--- config.mk ---
export PLATFORM = sky130hd
export DESIGN_NAME = osc_freq_meter
export DESIGN_NICKNAME = d
export VERILOG_FILES = /design/src/rtl/osc_freq_meter.sv
export SDC_FILE = /design/constraint.sdc
export NUM_CORES = 1
export LEC_CHECK = 0
export BUFFER_PORTS_ARGS = -buffer_cell sky130_fd_sc_hd__buf_2
export CAP_MARGIN = 20
export CORE_ASPECT_RATIO = 1.75
export CORE_UTILIZATION = 35
export DETAILED_ROUTE_END_ITERATION = 6
export SYNTH_ARGS = -nofsm -noshare
export SYNTH_HDL_FRONTEND = slang
export SYNTH_SLANG_ARGS = --single-unit
--- constraint.sdc ---
create_clock -name clk -period 2.97 [get_ports clk]
set_input_delay 0.1485 -clock clk [delete_from_list [all_inputs] [get_ports clk]]
set_output_delay 0.1485 -clock clk [all_outputs]
set_load 0.005 [all_outputs]
--- src/rtl/osc_freq_meter.sv ---
// Gated frequency meter: counts synchronised rising edges of f0 and f1 over a
// GATE_CYCLES window and reports both counts, a faster/slower compare and overflow.
module osc_freq_meter #(
    parameter int unsigned GATE_CYCLES = 1000,
    parameter int unsigned CNT_W       = 16,
    parameter int unsigned SYNC_STAGES = 2
) (
    input  logic             clk,
    input  logic             clr,
    input  logic             en,
    input  logic             f0,
    input  logic             f1,
    output logic [CNT_W-1:0] cnt0,
    output logic [CNT_W-1:0] cnt1,
    output logic             f0_gt,
    output logic             f1_gt,
    output logic             ovf,
    output logic             valid,
    output logic             busy
);

    localparam int unsigned GATE_W = $clog2(GATE_CYCLES);
    localparam logic [GATE_W-1:0] GATE_LAST = GATE_W'(GATE_CYCLES - 1);
    localparam logic [CNT_W-1:0]  CNT_MAX   = '1;

    typedef enum logic [1:0] {
        IDLE    = 2'd0,
        MEASURE = 2'd1,
        REPORT  = 2'd2
    } state_t;

    state_t state, state_nxt;

    logic [SYNC_STAGES-1:0] sync0, sync1;
    logic                   prev0, prev1;
    logic                   pulse0, pulse1;

    logic [GATE_W-1:0] gate;
    logic [CNT_W-1:0]  work0, work1;
    logic [CNT_W-1:0]  work0_nxt, work1_nxt;
    logic              ovf_work, ovf_work_nxt;
    logic              start;

    // Synchroniser chains and edge-detect history
    always_ff @(posedge clk or negedge clr) begin
        if (!clr) begin
            sync0 <= '0;
            sync1 <= '0;
            prev0 <= 1'b0;
            prev1 <= 1'b0;
        end else begin
            sync0 <= {sync0[SYNC_STAGES-2:0], f0};
            sync1 <= {sync1[SYNC_STAGES-2:0], f1};
            prev0 <= sync0[SYNC_STAGES-1];
            prev1 <= sync1[SYNC_STAGES-1];
        end
    end

    assign pulse0 = sync0[SYNC_STAGES-1] & ~prev0;
    assign pulse1 = sync1[SYNC_STAGES-1] & ~prev1;

    // Saturating next counts, including the pulse of the current cycle
    always_comb begin
        work0_nxt    = work0;
        work1_nxt    = work1;
        ovf_work_nxt = ovf_work;
        if (pulse0) begin
            if (work0 == CNT_MAX) ovf_work_nxt = 1'b1;
            else                  work0_nxt    = work0 + CNT_W'(1);
        end
        if (pulse1) begin
            if (work1 == CNT_MAX) ovf_work_nxt = 1'b1;
            else                  work1_nxt    = work1 + CNT_W'(1);
        end
    end

    // Next-state logic; dropping en aborts even in the final window cycle
    always_comb begin
        state_nxt = state;
        unique case (state)
            IDLE:    if (en) state_nxt = MEASURE;
            MEASURE: begin
                if (!en)                    state_nxt = IDLE;
                else if (gate == GATE_LAST) state_nxt = REPORT;
            end
            REPORT:  state_nxt = en ? MEASURE : IDLE;
            default: state_nxt = IDLE;
        endcase
    end

    assign start = (state_nxt == MEASURE) && (state != MEASURE);

    always_ff @(posedge clk or negedge clr) begin
        if (!clr) state <= IDLE;
        else      state <= state_nxt;
    end

    // Working counters, gate counter and registered result outputs
    always_ff @(posedge clk or negedge clr) begin
        if (!clr) begin
            gate     <= '0;
            work0    <= '0;
            work1    <= '0;
            ovf_work <= 1'b0;
            cnt0     <= '0;
            cnt1     <= '0;
            f0_gt    <= 1'b0;
            f1_gt    <= 1'b0;
            ovf      <= 1'b0;
            valid    <= 1'b0;
            busy     <= 1'b0;
        end else begin
            busy  <= (state_nxt == MEASURE);
            valid <= (state_nxt == REPORT);
            if (start) begin
                gate     <= '0;
                work0    <= '0;
                work1    <= '0;
                ovf_work <= 1'b0;
            end else if (state == MEASURE) begin
                gate     <= gate + GATE_W'(1);
                work0    <= work0_nxt;
                work1    <= work1_nxt;
                ovf_work <= ovf_work_nxt;
            end
            if ((state == MEASURE) && (state_nxt == REPORT)) begin
                cnt0  <= work0_nxt;
                cnt1  <= work1_nxt;
                f0_gt <= (work0_nxt > work1_nxt);
                f1_gt <= (work1_nxt > work0_nxt);
                ovf   <= ovf_work_nxt;
            end
        end
    end

endmodule

==> results of run 1 <==
==> cell families (layout without fill, tap and decap cells) <==
logic type	Yosys count	in the layout	synth area share (%)
AOI/OAI and AO/OA	127	127	16.7
xor gates and xnor gates	18	18	3.32
adders and majority gates	19	19	5.01
buffers and inverters	25	139	2.08
DFF	88	88	46.4
muxes	26	26	6.06
and+or+nand+nor	184	184	20.5
==> metal layers <==
| layer | track usage, % | routed length [um] | vias up | share of wire [%] |
|---|---|---|---|---|
| met3 | 2.05 | 440 | 31 | 3.3 |
| met5 | 0 | 0 | - | 0 |
| li1 | - | - | 2000 | - |
| met4 | 9.45 | 410 | 0 | 3.1 |
| met2 | 35.7 | 7080 | 106 | 53 |
| met1 | 22.6 | 5410 | 2067 | 41 |
==> how the worst min path moves through the flow <==
stage | startpoint | endpoint | cells after the start
after floorplan | clr | busy | 0
after global placement | clr | work0[6] | 1
after detailed placement | clr | work0[7] | 1
after CTS | en | busy | 2
after global routing | en | busy | 2
final | en | state[0] | 2
==> cell usage after synthesis (11+ instances only) <==
| master | n |
|---|---|
| sky130_fd_sc_hd__clkbuf_1 | 13 |
| sky130_fd_sc_hd__ha_1 | 19 |
| sky130_fd_sc_hd__a21oi_1 | 40 |
| sky130_fd_sc_hd__xnor2_1 | 11 |
| sky130_fd_sc_hd__mux2_2 | 18 |
| sky130_fd_sc_hd__nor3_1 | 15 |
| sky130_fd_sc_hd__nand2b_1 | 12 |
| sky130_fd_sc_hd__nor2_1 | 33 |
| sky130_fd_sc_hd__o21ai_0 | 36 |
| sky130_fd_sc_hd__dfrtp_1 | 88 |
| sky130_fd_sc_hd__nand2_1 | 50 |
| sky130_fd_sc_hd__nand3_1 | 23 |
==> power breakdown <==
group	internal, mW	switching [mW]
sequential	1.24	0.0485
clock	0.574	0.496
combinational	0.154	0.175
==> critical path, delay by kind of cell, from the launching register on <==
| kind | cells | cell delay (ns) |
|---|---|---|
| AOI/OAI and AO/OA | 2 | 0.48 |
| DFF | 1 | 0.41 |
| and+or+nand+nor | 5 | 1.08 |
| xor gates and xnor gates | 1 | 0.16 |
| adders and majority gates | 2 | 0.52 |
| muxes | 1 | 0.27 |
==> timing repair <==
item | CTS | global route
hold buffers | 3 | 0
setup buffers | 6 | 4
setup endpoints to repair | 2 | 2
cloned | 0 | 0
pin swaps | 4 | 7
gates resized for setup | 5 | 19
endpoints found under the hold margin | 46 | 0
==> area by class of cell <==
cell class,instances,area (um^2),area share [%]
inverter,6,22.5,0.370
clock buffer,9,225,3.70
timing repair buffer,117,811,13.3
multi-input combinational,374,2560,42.0
clock inverter,7,57.6,0.945
sequential,88,2200,36.2
tap,174,218,3.57
==> stage by stage <==
stage | power [mW] | utilization (%) | setup WS (ns)
3_5_place_dp | 1.60 | 42.1 | -0.0831
6_report | 2.68 | 45.8 | -0.0598
5_1_grt | 2.80 | 45.8 | -0.201
4_1_cts | 2.68 | 45.0 | -0.0518
2_1_floorplan | 1.46 | - | 0.0133
3_3_place_gp | 1.58 | 42.1 | 0.0699
==> registers in the layout (all words and copies together), names as in the netlist <==
register,flops
work0,16
sync0,2
f1_gt,1
f0_gt,1
busy,1
cnt1,16
prev0,1
state,2
work1,16
valid,1
ovf_work,1
prev1,1
sync1,2
ovf,1
cnt0,16
gate,10
==> impl_results.rst, run 1 <==
.. list-table::
   :header-rows: 1

   * - Metric
     - Value
   * - Result of the run
     - finished with violations
   * - Violations in the final reports
     - design-rule violations, negative setup slack
   * - Cell area after synthesis
     - 4750 um^2
   * - I/O Pins
     - 42
   * - Final count of hold timing violations
     - 0
   * - Total grt overflow
     - 0
   * - Part of the cycle the worst path needs
     - 102%
   * - Required time of the worst setup path
     - 3.19 ns
   * - Global-route wire length before repair
     - 21,500 um
   * - Leading cell types in the layout, fill and taps excluded
     - sky130_fd_sc_hd__dfrtp_1 (87), sky130_fd_sc_hd__buf_4 (72), sky130_fd_sc_hd__nand2_1 (50), sky130_fd_sc_hd__a21oi_1 (40), sky130_fd_sc_hd__buf_2 (40)
   * - Post-detailed-route via-to-cell ratio
     - 5.42
   * - Final-layout setup total negative slack
     - -0.0598 ns
   * - Overall routed net length
     - 13,300 um
   * - Type of element capturing the critical path
     - register
   * - Most used flip-flop cell after synthesis
     - sky130_fd_sc_hd__dfrtp_1
   * - CTS Sinks
     - 88
   * - Unique cell type count in the Yosys netlist
     - 56
   * - Startpoint of the worst setup timing path
     - work0[1]
   * - Number of global-route vias before repair
     - 4,132
   * - Leading cell type in the layout, fill and taps excluded
     - sky130_fd_sc_hd__dfrtp_1
   * - Area after detailed placement
     - 5610 um^2
   * - End of the worst register-to-register path
     - f0_gt
   * - Startpoint Class
     - register
   * - Std-Cell Rows
     - 56
   * - Die W
     - 90.0 um
   * - Number of buffers created by CTS
     - 9
   * - Yosys top cell by area
     - sky130_fd_sc_hd__dfrtp_1
   * - Htree depth
     - 3
   * - WL/cell
     - 17.2 um
   * - Post-synthesis net count
     - 511
   * - Biggest fanout along the worst timing path
     - 5
   * - Achievable frequency
     - 330 MHz
   * - Total track usage
     - 19.5%
   * - Standby leakage power
     - 2.86 nW
   * - Worst slew margin
     - 55.9%
   * - Clk_lat worst skew
     - 0.34 ns
   * - Number of setup violations in the final report
     - 1
   * - Remaining routing DRC violations
     - 1
   * - Number of cells in the finished layout apart from fillers
     - 775
   * - Sequence of cells on the critical path
     - ha_2, nand3_2, or3_4, o211a_1, xnor2_1, ha_1, nand4_1, nor4_4, a21boi_2, nor4bb_2, mux2_2
   * - Async set or reset register ratio after synthesis
     - 100%
   * - Final slew viol count
     - 0
   * - Number of antenna violations at the first check in global routing
     - 0
   * - IR Drop Worst-Case VDD
     - 0.308 mV
   * - Diode insertion count for antenna repair
     - 0
   * - Filler cell count
     - 1,330
   * - Biggest cell delay along the critical path
     - 0.42 ns
   * - Area growth from synthesis to layout
     - 28.3%
   * - Worst setup path category
     - reg -> reg
   * - Area of the die
     - 14,100 um^2
   * - Depth of the most critical reg-to-reg path
     - 11
   * - Hold slack
     - 0.116 ns
   * - TritonCTS clock tree
     - built
   * - 1st-pass router iterations
     - 6
   * - Final instance area
     - 6090 um^2
   * - Min-Delay Path Class
     - in -> reg
   * - Share of the synthesized area in the top cell type
     - 46.4%
   * - Worst reg2reg path startpoint
     - work0[1]
   * - RePlAce Congestion
     - 0.920
   * - Placed cell count
     - 746
   * - Fraction of the yosys area taken by sequential cells
     - 46.4%
   * - Setup slack on the worst flop-to-flop path
     - -0.06 ns
   * - Clock root buffer
     - sky130_fd_sc_hd__clkbuf_16
   * - Min Tclk post-route
     - 3.03 ns
   * - Initial Util
     - 35.7%
   * - Number of enable flip-flop cells after synthesis
     - 0
   * - Max-cap viol count
     - 0
   * - Arrival time reported for the critical path endpoint
     - 3.25 ns
   * - Clock transition at path regs
     - 0.07 ns
   * - Slowest stage cell, crit path
     - sky130_fd_sc_hd__or3_4
   * - Worst-Margin Slew
     - 0.662 ns
   * - Largest cells by area after synthesis
     - sky130_fd_sc_hd__dfrtp_1 (46%), sky130_fd_sc_hd__ha_1 (5.0%), sky130_fd_sc_hd__mux2_2 (4.3%)
   * - Number of register bits inferred by synthesis
     - 88
   * - RSZ-0062 raised after global routing
     - yes
   * - Synth Warn #
     - 0
   * - P per Cell Area
     - 441 nW/um^2
   * - Core region area
     - 13,300 um^2
   * - Largest net degree at the start of global routing
     - 46
   * - Average size of a mapped cell
     - 9.75 um^2
   * - Cells after Synth
     - 487
   * - End of the critical path
     - f0_gt
   * - Final clock skew
     - 0.00771 ns
   * - Count of nets left with antenna violations after detail routing
     - 0
   * - Maximum clock insertion buffer count
     - 2
   * - Net count of the finished layout
     - 620
   * - Vertical extent of the die
     - 156 um
   * - Initial drt markers
     - 175
   * - Crit path setup slack, layout
     - -0.0598 ns
   * - Via count of the routed design
     - 4,204
   * - Count of input and output buffers
     - 41
   * - Total half-perimeter wirelength after legalization and detailed placement
     - 10,000 um
   * - Share of layout cells above drive strength 1
     - 30.3%
Power figures use the tool's default switching activity.
==> run 2, diff against run 1 <==
--- a/config.mk
+++ b/config.mk
@@ -5,6 +5,7 @@
 export SDC_FILE = /design/constraint.sdc
 export NUM_CORES = 1
 export LEC_CHECK = 0
+export ABC_AREA = 1
 export BUFFER_PORTS_ARGS = -buffer_cell sky130_fd_sc_hd__buf_2
 export CAP_MARGIN = 20
 export CORE_ASPECT_RATIO = 1.75
==> constraint.sdc (replaced) <==
create_clock -name clk -period 2.97 [get_ports clk]
set_input_delay 0.1485 -clock clk [delete_from_list [all_inputs] [get_ports clk]]
set_output_delay 0.1485 -clock clk [all_outputs]
set_load 0.02 [all_outputs]
==> run 2 against run 1 <==
Against the previous run:
- the run now ends clean
- core utilization fell by 4.5 points
- flip-flop and latch count did not move
- final area fell by 2.2%
- die area rose by 9.9%
- largest power group unchanged
- highest routed layer unchanged
==> impl_results.rst, run 2 <==
.. list-table::
   :header-rows: 1

   * - Metric
     - Value
   * - Result of the run
     - completed
   * - Area occupied by multi-input gates
     - 2650 um^2 (+3.8%)
   * - Total track usage
     - 18.2% (-1.3 points)
   * - Number of cells in the finished layout apart from fillers
     - 921 (+19%)
   * - Sequential cell area in the final layout
     - 2200 um^2 (about the same)
   * - Required time of the worst setup path
     - 3.21 ns (+0.02 ns)
   * - Most used flip-flop cell after synthesis
     - sky130_fd_sc_hd__dfrtp_1
   * - Worst-Margin Slew
     - 0.561 ns (-0.101 ns)
   * - Clock root buffer
     - sky130_fd_sc_hd__clkbuf_16
   * - Comb power frac
     - 13.2% (+0.9 points)
   * - Leading cell type by number of instances after synthesis
     - sky130_fd_sc_hd__nand2_1
   * - Total grt overflow
     - 0 (unchanged)
   * - Post-synthesis net count
     - 715 (+40%)
   * - Final instance area
     - 5960 um^2 (-2.2%)
   * - Worst slew margin
     - 62.6% (+6.7 points)
   * - Post-detailed-route via-to-cell ratio
     - 4.77 (-12%)
   * - RePlAce Congestion
     - 0.885 (-3.8%)
   * - Final clock skew
     - 0.00798 ns (+0.000276 ns)
   * - I/O Pins
     - 42 (unchanged)
   * - Htree depth
     - 3 (unchanged)
   * - Area after detailed placement
     - 5620 um^2 (+0.29%)
   * - Filler cell count
     - 1,470 (+11%)
   * - Unique cell type count in the Yosys netlist
     - 41 (-27%)
   * - Max-cap viol count
     - 0 (unchanged)
   * - CTS Sinks
     - 88 (unchanged)
   * - Total setup buffers inserted after CTS
     - 0 (-6)
   * - Average size of a mapped cell
     - 7.56 um^2 (-22%)
   * - Final Power
     - 2.89 mW (+7.5%)
   * - Synth Warn #
     - 0 (unchanged)
   * - Net count of the finished layout
     - 760 (+23%)
   * - Part of the cycle the worst path needs
     - 86.6% (-15 points)
   * - TritonCTS clock tree
     - built
   * - Count of input and output buffers
     - 41 (unchanged)
   * - Total half-perimeter wirelength after legalization and detailed placement
     - 9320 um (-7.2%)
   * - Post-CTS sizing
     - 0 (-5)
   * - Min-Delay Path Class
     - in -> reg
   * - Number of register bits inferred by synthesis
     - 88 (unchanged)
   * - Std-Cell Rows
     - 58 (+3.6%)
   * - Cell internal pwr
     - 2.09 mW (+6.2%)
   * - Diode insertion count for antenna repair
     - 0 (unchanged)
   * - Net switching component of the power
     - 799 uW (+11%)
   * - Clock power share
     - 40.7% (+0.9 points)
   * - Cell area after synthesis
     - 5230 um^2 (+10%)
   * - Clock transition at path regs
     - 0.07 ns (about the same)
   * - Initial drt markers
     - 312 (+78%)
   * - Biggest fanout along the worst timing path
     - 10 (+5)
   * - Arrival time reported for the critical path endpoint
     - 2.81 ns (-0.44 ns)
   * - Worst setup path category
     - reg -> reg
   * - Initial Util
     - 36.2% (+0.51 points)
   * - RSZ-0062 raised after global routing
     - no
   * - Min Tclk post-route
     - 2.57 ns (-0.457 ns)
   * - Sequential Power Share
     - 46.1% (-1.8 points)
   * - Final slew viol count
     - 0 (unchanged)
   * - Async set or reset register ratio after synthesis
     - 100% (unchanged)
   * - Maximum clock insertion buffer count
     - 2 (unchanged)
   * - Leading cell type in the layout, fill and taps excluded
     - sky130_fd_sc_hd__nand2_1
   * - Fraction of power spent switching nets
     - 27.7% (+0.90 points)
   * - Achievable frequency
     - 389 MHz (+18%)
   * - Remaining routing DRC violations
     - 0 (-1)
   * - Number of global-route vias before repair
     - 4,382 (+6.1%)
   * - Largest cells by area after synthesis
     - sky130_fd_sc_hd__dfrtp_1 (42%), sky130_fd_sc_hd__nand2_1 (20%), sky130_fd_sc_hd__nand3_1 (5.7%)
   * - WL/cell
     - 13.8 um (-20%)
   * - Yosys top cell by area
     - sky130_fd_sc_hd__dfrtp_1
   * - P per Cell Area
     - 484 nW/um^2 (+9.9%)
   * - Overall routed net length
     - 12,700 um (-4.6%)
   * - Placed cell count
     - 902 (+21%)
   * - Fraction of the yosys area taken by sequential cells
     - 42.1% (-4.2 points)
   * - Clk_lat worst skew
     - 0.35 ns (about the same)
   * - Via count of the routed design
     - 4,393 (+4.5%)
   * - Vertical extent of the die
     - 164 um (+4.8%)
   * - Number of buffers created by CTS
     - 9 (unchanged)
   * - Number of antenna violations at the first check in global routing
     - 0 (unchanged)
   * - Core region area
     - 14,400 um^2 (+8.5%)
   * - Count of nets left with antenna violations after detail routing
     - 0 (unchanged)
   * - Type of element capturing the critical path
     - register
   * - Largest net degree at the start of global routing
     - 89 (+93%)
   * - Standby leakage power
     - 3.23 nW (+13%)
   * - Final count of hold timing violations
     - 0 (unchanged)
   * - Startpoint Class
     - register
   * - Share of layout cells above drive strength 1
     - 16.9% (-13 points)
   * - Number of setup violations in the final report
     - 0 (-1)
   * - Share of the synthesized area in the top cell type
     - 42.1% (-4.2 points)
   * - Final-layout setup total negative slack
     - 0 ns (+0.0598 ns)
   * - Global-route wire length before repair
     - 21,400 um (-0.26%)
   * - Cells after Synth
     - 691 (+42%)
   * - Number of enable flip-flop cells after synthesis
     - 0 (unchanged)
   * - 1st-pass router iterations
     - 4 (-2)
   * - Leading cell types in the layout, fill and taps excluded
     - sky130_fd_sc_hd__nand2_1 (272), sky130_fd_sc_hd__dfrtp_1 (88), sky130_fd_sc_hd__inv_1 (63), sky130_fd_sc_hd__nand3_1 (60), sky130_fd_sc_hd__buf_2 (40)
   * - Most used standard cells in the synthesized netlist
     - sky130_fd_sc_hd__nand2_1 (272), sky130_fd_sc_hd__dfrtp_1 (88), sky130_fd_sc_hd__inv_1 (63)
   * - Area of the die
     - 15,400 um^2 (+9.9%)
   * - Area growth from synthesis to layout
     - 14.1%
   * - IR Drop Worst-Case VDD
     - 0.307 mV (-0.32%)
   * - Die W
     - 94.4 um (+4.8%)
-- run 2: power by group through the flow --
stage	combinational, mW	sequential, mW	clock (mW)
after global routing	0.445	1.34	1.25
after global placement	0.381	1.35	0
after detailed placement	0.384	1.35	0
final	0.382	1.33	1.17
after CTS	0.390	1.33	1.21
after floorplan	0.261	1.34	0
-- run 2: worst paths after layout --
path / end / startpoint / slack, ns / cells past startpoint
min in group asynchronous: cnt1[6] / clr / 0.39 / 3
worst max register to register: f1_gt / work0[0] / 0.40 / 19
worst max-delay path: f1_gt / work0[0] / 0.40 / 19
worst min register to register: sync1[1] / sync1[0] / 0.35 / 0
max in group asynchronous: cnt0[1] / clr / 2.21 / 3
worst min-delay path: state[0] / en / 0.15 / 3
-- run 2: kinds of logic (layout without fill, tap and decap cells) --
logic type                 count (synthesis)  after routing  share of synthesized area, %
AOI/OAI and AO/OA                         42             42                          4.33
xor gates and xnor gates                  11             11                          1.99
adders and majority gates                 19             19                          4.55
buffers and inverters                     88            138                          7.09
DFF                                       88             88                          42.1
muxes                                      1              1                         0.192
and+or+nand+nor                          442            442                          39.7
-- run 2: cell type report --
class / instances / area share (%)
Multi-Input combinational cell: 515 / 44.5
Sequential cell: 88 / 36.9
Timing Repair Buffer: 52 / 5.20
Inverter: 70 / 4.43
Clock buffer: 11 / 4.24
Tap cell: 180 / 3.78
Clock inverter: 5 / 0.923
-- run 2: per-stage QoR --
step                utilization [%]  hold slack, ns  worst slack, ns
global placement               38.9           0.229            0.479
finish                         41.3           0.150            0.398
detailed placement             38.9           0.235            0.419
CTS                            41.3           0.145            0.394
floorplan                         -          -0.147            0.737
global route                   41.3           0.162           0.0538
-- run 2: repair_timing --
item                       in CTS  in global routing
setup endpoints to repair       0                  0
hold endpoints to repair       90                  0
hold buffers                    3                  0
-- run 2: routing by layer --
layer,wire [um],up-vias,global-route usage [%]
met3,286,16,3.12
met4,312,0,7.13
met2,6700,57,32.2
met5,0,-,0
met1,5430,2048,21.5
li1,-,2272,-
-- run 2: worst max-delay path: stages, from the launching register on --
cell                      delay (ns)
sky130_fd_sc_hd__dfrtp_1        0.43
sky130_fd_sc_hd__ha_1           0.30
sky130_fd_sc_hd__nand2_1        0.11
sky130_fd_sc_hd__inv_1          0.06
sky130_fd_sc_hd__nand2_1        0.09
sky130_fd_sc_hd__nor2_2         0.15
sky130_fd_sc_hd__nand2_2        0.14
sky130_fd_sc_hd__nand3_1        0.11
sky130_fd_sc_hd__nand2_1        0.05
sky130_fd_sc_hd__nand2_1        0.11
sky130_fd_sc_hd__inv_1          0.07
sky130_fd_sc_hd__ha_1           0.31
sky130_fd_sc_hd__nand2_1        0.06
sky130_fd_sc_hd__nand2_1        0.04
sky130_fd_sc_hd__nand3_1        0.06
sky130_fd_sc_hd__nand2_1        0.05
sky130_fd_sc_hd__a21oi_1        0.12
sky130_fd_sc_hd__nand2_1        0.08
sky130_fd_sc_hd__nand3_1        0.06
sky130_fd_sc_hd__nand2_1        0.05
